==> config.mk <==
export PLATFORM = sky130hd
export DESIGN_NAME = prt_fald_dds_ctl
export DESIGN_NICKNAME = d
export VERILOG_FILES = /design/src/rtl/prt_fald_dds_ctl.sv
export SDC_FILE = /design/constraint.sdc
export NUM_CORES = 1
export LEC_CHECK = 0
export CAP_MARGIN = 0
export CORE_ASPECT_RATIO = 0.6
export CORE_MARGIN = 3
export CORE_UTILIZATION = 58
export DETAILED_ROUTE_END_ITERATION = 8
export GPL_TIMING_DRIVEN = 0
export HOLD_SLACK_MARGIN = 0.05
export PLACE_DENSITY_LB_ADDON = 0.12
export SYNTH_ARGS = -nofsm -noshare
export SYNTH_HDL_FRONTEND = slang
export SYNTH_SLANG_ARGS = --single-unit
==> constraint.sdc <==
create_clock -name SYS_CLK_IN -period 8.26 [get_ports SYS_CLK_IN]
set_input_delay 1.652 -clock SYS_CLK_IN [delete_from_list [all_inputs] [get_ports SYS_CLK_IN]]
set_output_delay 1.652 -clock SYS_CLK_IN [all_outputs]
set_load 0.02 [all_outputs]
==> src/rtl/prt_fald_dds_ctl.sv <==
// prt_fald_dds_ctl: per-frame FALD dimming-RAM fill sequencer.
// On each Vsync rising edge, reads one brightness word per zone from the
// zone-statistics buffer, applies gain, saturation and a floor, and streams
// the result out as DDS_INIT / DDS_DAT / DDS_VLD.
// Optional feature macro: PRT_FALD_DDS_TMO_EN adds a WAIT-state watchdog
// and the sticky STA_TMO_OUT status port.
//
// state | meaning
// IDLE  | waiting for run & Vsync rising edge
// INIT  | DDS init pulse, shadow zones/gain, clear zone counter
// REQ   | one-cycle source read request for current zone
// WAIT  | waiting for source data valid
// CALC  | scale/saturate/floor; result registered onto the DDS port
// DONE  | frame complete, bump frame counter
module prt_fald_dds_ctl #(
  parameter int P_DAT_WIDTH = 16,
  parameter int P_MAX_ZONES = 2048
) (
  input  logic                           SYS_CLK_IN,
  input  logic                           SYS_RST_IN,
  input  logic                           CTL_RUN_IN,
  input  logic [15:0]                    CTL_ZONES_IN,
  input  logic [7:0]                     CTL_GAIN_IN,
  input  logic [P_DAT_WIDTH-1:0]         CTL_MIN_IN,
  input  logic                           VID_VS_IN,
  output logic                           SRC_REQ_OUT,
  output logic [$clog2(P_MAX_ZONES)-1:0] SRC_ADR_OUT,
  input  logic [P_DAT_WIDTH-1:0]         SRC_DAT_IN,
  input  logic                           SRC_VLD_IN,
  output logic                           DDS_INIT_OUT,
  output logic [P_DAT_WIDTH-1:0]         DDS_DAT_OUT,
  output logic                           DDS_VLD_OUT,
  output logic                           STA_BUSY_OUT,
  output logic                           STA_OVR_OUT,
  output logic [7:0]                     STA_FRM_OUT
`ifdef PRT_FALD_DDS_TMO_EN
  ,
  output logic                           STA_TMO_OUT
`endif
);

  localparam int AW = $clog2(P_MAX_ZONES);
  localparam int PW = P_DAT_WIDTH + 8;

  typedef enum logic [2:0] {S_IDLE, S_INIT, S_REQ, S_WAIT, S_CALC, S_DONE} state_t;

  state_t                 state, state_nxt;
  logic                   vs_d;
  logic                   vs_re;
  logic [11:0]            zone_cnt;
  logic [11:0]            zones_sh;
  logic [11:0]            zones_clamp;
  logic [7:0]             gain_sh;
  logic [P_DAT_WIDTH-1:0] dat_q;
  logic [P_DAT_WIDTH-1:0] dds_dat_q;
  logic                   dds_vld_q;
  logic                   sta_ovr;
  logic [7:0]             sta_frm;
  logic [PW-5:0]          prod_q4;
  logic [P_DAT_WIDTH-1:0] scaled;
  logic [P_DAT_WIDTH-1:0] calc_out;
  logic                   emit;
  logic                   tmo_tc;

  assign vs_re       = VID_VS_IN & ~vs_d;
  assign zones_clamp = (CTL_ZONES_IN > 16'(P_MAX_ZONES)) ? 12'(P_MAX_ZONES) : CTL_ZONES_IN[11:0];

  // gain is 4.4 fixed point: drop the 4 fraction bits, saturate on integer overflow
  assign prod_q4  = (PW-4)'((PW'(dat_q) * PW'(gain_sh)) >> 4);
  assign scaled   = (|prod_q4[PW-5:P_DAT_WIDTH]) ? '1 : prod_q4[P_DAT_WIDTH-1:0];
  assign calc_out = (scaled < CTL_MIN_IN) ? CTL_MIN_IN : scaled;
  // an abort or run drop during CALC discards that zone's result
  assign emit     = CTL_RUN_IN & (state == S_CALC) & ~vs_re;

`ifdef PRT_FALD_DDS_TMO_EN
  logic [7:0] wdg;
  logic       sta_tmo;

  // watchdog: loaded in REQ, counts down through WAIT; terminal on the 255th WAIT cycle
  always_ff @(posedge SYS_CLK_IN or posedge SYS_RST_IN) begin
    if (SYS_RST_IN) begin
      wdg     <= '0;
      sta_tmo <= 1'b0;
    end else begin
      if (state == S_REQ)
        wdg <= 8'd255;
      else if (state == S_WAIT && wdg != 8'd0)
        wdg <= wdg - 8'd1;
      if (!CTL_RUN_IN)
        sta_tmo <= 1'b0;
      else if (tmo_tc)
        sta_tmo <= 1'b1;
    end
  end

  assign tmo_tc      = (state == S_WAIT) & ~SRC_VLD_IN & (wdg == 8'd1);
  assign STA_TMO_OUT = sta_tmo;
`else
  assign tmo_tc = 1'b0;
`endif

  // state register
  always_ff @(posedge SYS_CLK_IN or posedge SYS_RST_IN) begin
    if (SYS_RST_IN) state <= S_IDLE;
    else            state <= state_nxt;
  end

  // next-state: run drop beats everything, then Vsync abort while busy
  always_comb begin
    state_nxt = state;
    if (!CTL_RUN_IN) begin
      state_nxt = S_IDLE;
    end else if (vs_re && state != S_IDLE) begin
      state_nxt = S_INIT;
    end else begin
      case (state)
        S_IDLE: if (vs_re) state_nxt = S_INIT;
        S_INIT: state_nxt = (zones_clamp == 12'd0) ? S_DONE : S_REQ;
        S_REQ:  state_nxt = S_WAIT;
        S_WAIT: if (SRC_VLD_IN || tmo_tc) state_nxt = S_CALC;
        S_CALC: state_nxt = (zone_cnt + 12'd1 == zones_sh) ? S_DONE : S_REQ;
        S_DONE: state_nxt = S_IDLE;
        default: state_nxt = S_IDLE;
      endcase
    end
  end

  // Moore strobes, all gated off as soon as run drops
  always_comb begin
    SRC_REQ_OUT  = CTL_RUN_IN & (state == S_REQ);
    DDS_INIT_OUT = CTL_RUN_IN & (state == S_INIT);
    DDS_VLD_OUT  = CTL_RUN_IN & dds_vld_q;
    STA_BUSY_OUT = (state != S_IDLE);
  end

  // datapath, zone counter, shadows and status
  always_ff @(posedge SYS_CLK_IN or posedge SYS_RST_IN) begin
    if (SYS_RST_IN) begin
      vs_d      <= 1'b0;
      zone_cnt  <= '0;
      zones_sh  <= '0;
      gain_sh   <= '0;
      dat_q     <= '0;
      dds_dat_q <= '0;
      dds_vld_q <= 1'b0;
      sta_ovr   <= 1'b0;
      sta_frm   <= '0;
    end else begin
      vs_d <= VID_VS_IN;
      if (state == S_INIT) begin
        zone_cnt <= '0;
        zones_sh <= zones_clamp;
        gain_sh  <= CTL_GAIN_IN;
      end else if (state == S_CALC) begin
        zone_cnt <= zone_cnt + 12'd1;
      end
      if (state == S_WAIT && SRC_VLD_IN)
        dat_q <= SRC_DAT_IN;
      else if (tmo_tc)
        dat_q <= '0;
      dds_vld_q <= emit;
      if (emit)
        dds_dat_q <= calc_out;
      if (!CTL_RUN_IN)
        sta_ovr <= 1'b0;
      else if (vs_re && state != S_IDLE)
        sta_ovr <= 1'b1;
      if (CTL_RUN_IN && state == S_DONE && !vs_re)
        sta_frm <= sta_frm + 8'd1;
    end
  end

  assign SRC_ADR_OUT = zone_cnt[AW-1:0];
  assign DDS_DAT_OUT = dds_dat_q;
  assign STA_OVR_OUT = sta_ovr;
  assign STA_FRM_OUT = sta_frm;

endmodule
==> key figures, run 1 <==
Route
  – Starting DRT DRC Count: 605
  – Routed Antenna Nets: 0
  – DR WL/cell: 17.3 um
  – Detailed Routing Iterations Pass 1: 6
  – Vias per Instance: 5.63
  – Vias: between 6k and 7k
  – Final wirelength: 21100 um
  – # DRC: 0

Placed design
  – GP Congestion: 0.973
  – Buffers on Ports: 100
  – Post-DP HPWL: about 17000 um
  – Dpl cells: around 1.2k

Floorplanning
  – # IOs: 101
  – Initial cell density of the core: 60.0%
  – Die Height: 98.6 um
  – Cell Rows: 33
  – Die area: 15800 um^2
  – CORE AREA: 13800 um^2
  – Die width: approximately 160 um

Power and ir drop
  – Peak supply drop: 107 uV
  – Sequential share of power: 27.9%
  – Power Total: 1.69 mW
  – Pwr dens: 169 nW/um^2
  – Sw Ratio: a little over two fifths
  – Internal Power: 0.977 mW
  – Clk network pwr share: 24.3%
  – NetSw: 0.708 mW
  – LEAKAGE: between 5 and 6 nW
  – Combinational power share: 47.8%

Timing
  – Highest Clock Rate: approximately 0.13 GHz
  – Final setup fails: 0
  – Fin. Hold Viols: 0
  – Fin crit share: 96.5%
  – Unrepaired setup endpoints after global routing: no
  – Final min period: 7.97 ns
  – Layout Skew: 0.0125 ns
  – Max_slew headroom: 52.9%
  – Worst slew pin tran: 0.706 ns
  – Final Hold Slack: approximately 0.5 ns
  – Fin. max-slew vios: 0

Clocking
  – Reg clk slew, reported paths: roughly 0.07 ns
  – Clk buf depth: 2
  – Root Driver: clkbuf_16
  – H-Tree Depth: 3
  – Hold buffer count at cts: 0
  – TritonCTS clock tree: done
  – Clock Latency Late Sink: 0.34 ns
  – Clock Sink Count: 78
  – Total CTS buffers: 9

Global route
  – GR Util met1: 43.0%
  – Total grt overflow: 0
  – Vias in the first global route: 6960
  – Largest net degree at the start of global routing: 55
  – M3 GR Usage: ~6%
  – Global Route Usage Sum: roughly 28%
  – Grt peak-use layer: met1
  – M2 GR Usage: approximately 40%
  – First-pass GRT wire length: 35300 um
  – Initial antenna violation count: 0

Logic synthesis
  – Multiplexer share of the synthesized area: 2.43%
  – Syn. warnings: 0
  – Largest family of logic cells by synthesized area: adder cells
  – Mapped cell area: 8300 um^2
  – Ys async rst share: 100%
  – Synth Area in Compound Gates: about an eighth
  – Mapped Nets: roughly 1.1k
  – Synth Area in Simple Gates: 20.1%
  – Synth Area in Adders: 29.0%
  – Distinct cell type count after synthesis: 61
  – Post-synthesis instance total: 908
  – Synth Flop Type: dfrtp_1
  – Sequential element share of the synthesized area: a little under a quarter
  – Syn_area_per_cell: 9.14 um^2
  – Seq cells post-synth: between 70 and 80
  – EDFF count, synth: 0
  – Synth Area in XOR/XNOR: 5.17%

Layout
  – Finished Layout Cells: 1218
  – P&R area growth vs syn: 19.9%
  – Most frequent cells in the layout: and2_1, inv_1, nand2_1
  – Fraction of layout cells with a size suffix above 1: about 8%
  – Util after Layout: 71.9%
  – Nets: 1224
  – Inserted Diodes: 0
  – Commonest non-fill, non-tap cell in the layout: and2_1

Worst setup path
  – Startpoint type of the worst setup path: flop
  – Worst setup EP type: flop
  – Req. time, crit path: 8.48 ns
  – Setup CP Type: reg2reg
  – Worst Path Max Fanout: 10
  – CP max-delay cell: fa_1
  – Most frequent CP cell: fa_1
  – Largest stage delay, worst path: approximately 0.54 ns
  – Crit path DAT: 8.19 ns

Min path
  – Hold WC Path Type: reg2reg

Job
  – Maxcap violations: 0

Run status
  – Status: finished clean
-- power groups by stage --
stage	Clock [mW]	Combinational [mW]	Sequential, mW
floorplan	0	0.557	0.446
global placement	0	0.749	0.469
detailed placement	0	0.764	0.471
CTS	0.412	0.776	0.465
global route	0.429	0.918	0.476
finish	0.409	0.806	0.470
-- synthesized netlist by cell type (3+ instances only) --
cell      number  area, um^2
a211o_1       12         105
buf_2          3        15.0
dfrtp_1       78        1950
buf_4         11        82.6
a31oi_1        5        31.3
inv_1        112         420
fa_1          84        1680
a21oi_2        3        26.3
and3_1         5        31.3
nand3_1       20         100
nor4_1         4        25.0
nand4_1       10        62.6
mux2_2        17         191
a21o_1         3        22.5
o21ai_0       54         270
ha_1          58         726
nand2b_1       4        25.0
clkbuf_1      21        78.8
nand2_1      106         398
a22o_1        12         105
or3_1          6        37.5
nor2b_1        4        25.0
and2_1       116         726
a211oi_1       3        22.5
o21a_1         3        22.5
xnor2_1       27         236
a21oi_1       24         120
nor2_1        32         120
xor2_1        22         193
nor3_1         8        40.0
-- final timing paths --
check,from,end,slack [ns],cells after the start
min reg2reg,STA_FRM_OUT[7],STA_FRM_OUT[7],0.49,1
max reg2reg,gain_sh[7],DDS_DAT_OUT[9],0.29,28
min,STA_FRM_OUT[7],STA_FRM_OUT[7],0.49,1
min in group asynchronous,SYS_RST_IN,dat_q[14],1.63,2
max in group asynchronous,SYS_RST_IN,DDS_DAT_OUT[8],6.04,3
max,gain_sh[7],DDS_DAT_OUT[9],0.29,28
-- critical path: cells and delay by family (launching register included) --
kind / cells / cell delay (ns)
AND/OR/NAND/NOR: 7 / 1.37
buffers and inverters: 6 / 0.89
multiplexers: 1 / 0.36
flip-flops: 1 / 0.48
AO/OA/AOI/OAI: 8 / 1.89
adder cells (fa/ha/maj): 6 / 2.83
-- sequential cells by signal, summed over array words and instances, names as in the netlist --
register     flops
dds_vld_q        1
zones_sh        12
STA_FRM_OUT      8
zone_cnt        12
DDS_DAT_OUT     16
dat_q           16
vs_d             1
gain_sh          8
STA_OVR_OUT      1
state            3
-- final cells by class --
class	count	area (um^2)
plain buffers	34	199
multi-input cells	681	5770
repair buffers	105	1060
fillers	1095	3880
clock inverters	6	68.8
flip-flops and latches	78	1960
clock buffers	10	229
inverters	112	423
well taps	192	240
-- repair_timing --
| action | in CTS | in global routing |
|---|---|---|
| resized for setup | 11 | 21 |
| pin swaps | 0 | 2 |
| setup endpoints to repair | 16 | 16 |
| cloned | 0 | 0 |
| buffers inserted | 0 | 4 |
-- cells by family after synthesis --
group	Yosys count
compound gates	148
flops	78
mux	18
buf+inv	149
xor+xnor	49
fa+ha+maj	142
simple gates	324
-- through the flow --
step           setup WS [ns]  setup TNS [ns]  instance area (um^2)
2_1_floorplan           1.15               0                  8300
3_3_place_gp          -0.455           -5.82                  9540
3_5_place_dp          -0.558           -7.26                  9570
4_1_cts              0.00471               0                  9890
5_1_grt               0.0114               0                  9950
6_report               0.291               0                  9950
-- per-layer routing --
layer | part of all wire (%) | wire, um
met1 | 48 | 10100
met2 | 43 | 8990
met3 | 8.0 | 1690
met4 | 1.3 | 264
met5 | 0 | 0
Power figures use the tool's default switching activity.
==> run 2, diff against run 1 <==
--- a/config.mk
+++ b/config.mk
@@ -13,6 +13,7 @@
 export GPL_TIMING_DRIVEN = 0
 export HOLD_SLACK_MARGIN = 0.05
 export PLACE_DENSITY_LB_ADDON = 0.12
+export SETUP_SLACK_MARGIN = 0.5
 export SYNTH_ARGS = -nofsm -noshare
 export SYNTH_HDL_FRONTEND = slang
 export SYNTH_SLANG_ARGS = --single-unit
==> run 2 against run 1 <==
Effect of this change: core utilization up 1.6 points; critical path depth did not move; power up 3.1%; clock skew barely moved; wire length increased by 1.8%; global-route usage rose by 0.32 points; critical path type unchanged; critical endpoint is now DDS_DAT_OUT[10]; largest power group unchanged.
==> key figures, run 2 (synthesized netlist as in run 1, its figures left out) <==
Worst setup path
  – Number of cells on the worst reg-to-reg path: 28
  – Crit path DAT: 7.82 ns
  – Worst Path Max Fanout: 10
  – CP max-delay cell: fa_1
  – Setup CP Type: reg2reg
  – Largest stage delay, worst path: around 0.55 ns
  – Worst R2R Start: gain_sh[7]
  – Most frequent CP cell: fa_1
  – Top delay family on crit path: adder cells
  – Req. time, crit path: between 8 and 9 ns
  – Startpoint type of the worst setup path: flop
  – Buf/Inv on CP: 8
  – Reg2reg setup slack: 0.73 ns
  – Worst setup EP type: flop
  – RR Endpoint: DDS_DAT_OUT[10]

Placed design
  – Placed Instance Area: 9570 um^2
  – GP Congestion: 0.973
  – Buffers on Ports: 100
  – Post-DP HPWL: roughly 17000 um
  – Dpl cells: 1201

Global route
  – Vias in the first global route: 7009
  – Initial antenna violation count: 0
  – First-pass GRT wire length: 35600 um
  – Global Route Usage Sum: 28.0%
  – Total grt overflow: 0
  – Largest net degree at the start of global routing: 55

Floorplanning
  – Die width: 160 um
  – Cell Rows: 33
  – # IOs: 101
  – Die Height: 98.6 um
  – Initial cell density of the core: between 50% and 60%
  – CORE AREA: 13800 um^2
  – Die area: 15800 um^2

Power and ir drop
  – Sequential share of power: roughly a quarter
  – Internal Power: 1.01 mW
  – LEAKAGE: just over 5 nW
  – Clk network pwr share: 23.7%
  – Combinational power share: 50.0%
  – NetSw: 0.725 mW
  – Peak supply drop: 104 uV
  – Sw Ratio: 41.7%
  – Pwr dens: 171 nW/um^2

Timing
  – Setup_tns: 0 ns
  – Max_slew headroom: 52.6%
  – Fin crit share: around nine tenths
  – Highest Clock Rate: ~0.13 GHz
  – Fin. max-slew vios: 0
  – Worst slew pin tran: 0.711 ns
  – Final min period: around 7.5 ns
  – Final setup fails: 0
  – Fin. Hold Viols: 0
  – Layout Skew: 0.0126 ns
  – Unrepaired setup endpoints after global routing: no

Clocking
  – Total CTS buffers: 9
  – H-Tree Depth: 3
  – Root Driver: clkbuf_16
  – Reg clk slew, reported paths: 0.07 ns
  – TritonCTS clock tree: done
  – Clock Sink Count: 78
  – Clk buf depth: 2
  – Clock Latency Late Sink: 0.35 ns

Run status
  – Status: finished clean

Route
  – # DRC: 0
  – Vias: roughly 7k
  – Starting DRT DRC Count: 545
  – DR WL/cell: 17.3 um
  – Routed Antenna Nets: 0
  – Detailed Routing Iterations Pass 1: 6
  – Vias per Instance: 5.69
  – Final wirelength: 21400 um

Min path
  – HP Start: STA_FRM_OUT[7]
  – Hold WC Path Type: reg2reg
  – Hold Path Sink: STA_FRM_OUT[7]
  – Hold depth: 1

Layout
  – Finished Layout Cells: 1236
  – Inserted Diodes: 0
  – P&R area growth vs syn: 22.7%
  – Nets: 1242
  – Most frequent cells in the layout: and2_1, inv_1, nand2_1
  – Design area: 10200 um^2
  – Filler cell count in the final layout: 1058
  – Fraction of layout cells with a size suffix above 1: 10.8%
  – Commonest non-fill, non-tap cell in the layout: and2_1

Job
  – Maxcap violations: 0
-- run 2: worst max-delay path by stage --
| stage | start | to | slack [ns] | cells past startpoint |
|---|---|---|---|---|
| after floorplan | gain_sh[5] | DDS_DAT_OUT[10] | 1.15 | 28 |
| after global routing | gain_sh[7] | DDS_DAT_OUT[7] | 0.45 | 29 |
| after CTS | gain_sh[4] | DDS_DAT_OUT[10] | 0.53 | 28 |
| after detailed placement | gain_sh[7] | DDS_DAT_OUT[7] | -0.56 | 28 |
| final | gain_sh[7] | DDS_DAT_OUT[10] | 0.73 | 28 |
| after global placement | gain_sh[7] | DDS_DAT_OUT[2] | -0.45 | 28 |
-- run 2: area by class of cell --
cell class	count	area (um^2)	share of cell area, %
Timing Repair Buffer	120	1170	11.5
Buffer	37	236	2.32
Inverter	112	423	4.16
Sequential cell	78	1960	19.3
Tap cell	192	240	2.36
Clock inverter	6	68.8	0.676
Clock buffer	10	229	2.25
Multi-Input combinational cell	681	5850	57.5
-- run 2: worst register-to-register path, delay by kind of cell (launching register included) --
family | cells | cell delay, ns
fa+ha+maj | 6 | 2.55
compound gates | 7 | 1.83
buf+inv | 8 | 1.17
simple gates | 6 | 1.11
flops | 1 | 0.48
mux | 1 | 0.35
-- run 2: stage by stage --
step	power [mW]	hold WS, ns	util [%]	setup slack, ns
2_1_floorplan	1.00	0.466	-	1.15
3_3_place_gp	1.22	0.465	69.0	-0.455
3_5_place_dp	1.23	0.481	69.2	-0.558
4_1_cts	1.68	0.490	72.2	0.530
5_1_grt	1.87	0.503	73.6	0.451
6_report	1.74	0.486	73.6	0.729
-- run 2: power by group through the flow --
stage	registers, mW	clock network, mW	logic (mW)
3_5_place_dp	0.471	0	0.764
2_1_floorplan	0.446	0	0.557
6_report	0.456	0.412	0.870
3_3_place_gp	0.469	0	0.749
5_1_grt	0.458	0.429	0.982
4_1_cts	0.465	0.412	0.798
-- run 2: routing by layer --
layer | GRT usage (%) | vias to the layer above | wire length, um | share of wire (%)
met3 | 6.26 | 25 | 1790 | 8.3
met2 | 41.0 | 290 | 9170 | 43
met1 | 43.2 | 3469 | 10200 | 48
met5 | 0 | - | 0 | 0
met4 | 4.93 | 0 | 284 | 1.3
li1 | - | 3244 | - | -
-- run 2: what timing repair did --
action / CTS / global route
endpoints found under the setup margin: 16 / 16
hold buffers: 0 / 0
resized for setup: 27 / 29
pin swaps: 3 / 12
buffers inserted: 5 / 13
cloned: 1 / 0
==> run 3, diff against run 2 <==
--- a/config.mk
+++ b/config.mk
@@ -9,10 +9,11 @@
 export CORE_ASPECT_RATIO = 0.6
 export CORE_MARGIN = 3
 export CORE_UTILIZATION = 58
+export CTS_CLUSTER_SIZE = 8
 export DETAILED_ROUTE_END_ITERATION = 8
 export GPL_TIMING_DRIVEN = 0
 export HOLD_SLACK_MARGIN = 0.05
-export PLACE_DENSITY_LB_ADDON = 0.12
+export PLACE_DENSITY = 0.86
 export SETUP_SLACK_MARGIN = 0.5
 export SYNTH_ARGS = -nofsm -noshare
 export SYNTH_HDL_FRONTEND = slang
==> run 3 against run 2 <==
Effect of this change: highest routed layer unchanged; design area is 0.41% lower; register-to-register slack worse by 0.03 ns; combinational power is 0.6% higher; flip-flop and latch count unchanged; first-iteration DRC count rose by 48%; hold slack is essentially flat; non-clock buffer count down 5; cell count is 0.40% lower; critical path type unchanged.
==> key figures, run 3 (synthesized netlist as in run 1, its figures left out) <==
Clocking
  – Total CTS buffers: 9
  – Hold buffer count at cts: 0
  – Clock Sink Count: 78
  – Reg clk slew, reported paths: 0.07 ns
  – Clock Latency Late Sink: about 0.35 ns
  – Clk buf depth: 2
  – TritonCTS clock tree: done
  – H-Tree Depth: 3
  – Root Driver: clkbuf_16

Timing
  – Worst slew pin tran: around 0.70 ns
  – Final Hold Slack: 0.486 ns
  – Fin. max-slew vios: 0
  – Highest Clock Rate: between 0.1 and 0.15 GHz
  – Final setup fails: 0
  – Fin crit share: 91.6%
  – Setup_tns: 0 ns
  – Setup ws final: 0.696 ns
  – Layout Skew: 0.00799 ns
  – Fin. Hold Viols: 0
  – Final min period: 7.56 ns
  – Max_slew headroom: around 54%
  – Unrepaired setup endpoints after global routing: no

Global route
  – Initial antenna violation count: 0
  – First-pass GRT wire length: around 36000 um
  – Largest net degree at the start of global routing: between 50 and 60
  – Vias in the first global route: 7192
  – Total grt overflow: 0
  – Global Route Usage Sum: 27.9%

Power and ir drop
  – Combinational power share: between 40 and 50%
  – Clk network pwr share: between 20 and 25%
  – Peak supply drop: 103 uV
  – LEAKAGE: 5.12 nW
  – Pwr dens: 174 nW/um^2
  – Sequential share of power: 25.6%
  – Internal Power: roughly 1 mW
  – NetSw: 0.742 mW
  – Sw Ratio: 42.0%

Min path
  – Hold WC Path Type: reg2reg

Worst setup path
  – Startpoint type of the worst setup path: flop
  – Most frequent CP cell: fa_1
  – Worst setup EP type: flop
  – Req. time, crit path: 8.49 ns
  – Buf/Inv on CP: 5
  – Worst Path Max Fanout: 10
  – Crit path DAT: 7.80 ns
  – Top delay family on crit path: adder cells
  – Setup CP Type: reg2reg
  – Largest stage delay, worst path: about 0.55 ns
  – CP max-delay cell: fa_1

Placed design
  – Buffers on Ports: 100
  – Post-DP HPWL: 16700 um
  – GP Congestion: 0.937
  – Dpl cells: 1201
  – Worst Setup Slack post-DPL: -0.363 ns

Route
  – Detailed Routing Iterations Pass 1: 6
  – Vias: 7223
  – Vias per Instance: 5.87
  – Routed Antenna Nets: 0
  – Final wirelength: 22000 um
  – # DRC: 0
  – Starting DRT DRC Count: roughly 810
  – DR WL/cell: 17.8 um

Layout
  – P&R area growth vs syn: 22.2%
  – Util after Layout: 73.3%
  – Nets: about 1.2k
  – Commonest non-fill, non-tap cell in the layout: and2_1
  – Finished Layout Cells: between 1k and 1.5k
  – Fraction of layout cells with a size suffix above 1: roughly a tenth
  – Inserted Diodes: 0
  – Most frequent cells in the layout: and2_1, inv_1, nand2_1

Floorplanning
  – CORE AREA: 13800 um^2
  – Die Height: 98.6 um
  – Die width: around 160 um
  – Cell Rows: 33
  – Die area: roughly 16000 um^2
  – Initial cell density of the core: around 60%
  – # IOs: 101

Job
  – Maxcap violations: 0

Run status
  – Status: finished clean
[run 3: metal layers]
layer / global-route usage [%] / wire [um] / part of all wire (%) / vias to the layer above
li1: - / - / - / 3241
met1: 41.0 / 9490 / 43 / 3518
met2: 41.3 / 9580 / 44 / 418
met3: 8.06 / 2600 / 12 / 46
met4: 6.20 / 307 / 1.4 / 0
met5: 0 / 0 / 0 / -
[run 3: metrics by stage]
| step | total power, mW | instance area (um^2) |
|---|---|---|
| 2_1_floorplan | 1.00 | 8300 |
| 3_3_place_gp | 1.20 | 9540 |
| 4_1_cts | 1.70 | 9950 |
| 6_report | 1.76 | 10100 |
| 3_5_place_dp | 1.23 | 9570 |
| 5_1_grt | 1.88 | 10100 |
[run 3: path summary, 6_finish.rpt]
path / endpoint / cells past startpoint / from / slack [ns]
worst max-delay path: DDS_DAT_OUT[2] / 28 / gain_sh[7] / 0.70
worst min-delay path: STA_FRM_OUT[7] / 1 / STA_FRM_OUT[7] / 0.49
worst max register to register: DDS_DAT_OUT[2] / 28 / gain_sh[7] / 0.70
worst min register to register: STA_FRM_OUT[7] / 1 / STA_FRM_OUT[7] / 0.49
max in group asynchronous: DDS_DAT_OUT[0] / 3 / SYS_RST_IN / 6.05
min in group asynchronous: dat_q[15] / 2 / SYS_RST_IN / 1.63
[run 3: worst register-to-register path: cells and delay by family, from the launching register on]
kind / cells / cell delay [ns]
buffers and inverters: 5 / 0.68
XOR/XNOR: 1 / 0.22
AO/OA/AOI/OAI: 7 / 1.54
AND/OR/NAND/NOR: 9 / 1.76
adder cells (fa/ha/maj): 6 / 2.81
flip-flops: 1 / 0.43
[run 3: final cells by class]
class	count	area (um^2)
well taps	192	240
plain buffers	37	228
clock inverters	5	63.8
inverters	112	423
clock buffers	11	253
multi-input cells	681	5820
flip-flops and latches	78	1960
repair buffers	115	1150
fillers	980	3700
[run 3: power groups by stage]
stage,registers (mW),clock network (mW),logic [mW]
floorplan,0.446,0,0.557
global placement,0.467,0,0.736
detailed placement,0.469,0,0.765
CTS,0.464,0.438,0.796
global route,0.456,0.452,0.975
finish,0.452,0.437,0.875
[run 3: what timing repair did]
item / in CTS / in global routing
buffers inserted: 1 / 13
pin swaps: 1 / 7
setup endpoints to repair: 16 / 16
gates resized for setup: 24 / 28
gates cloned: 0 / 0
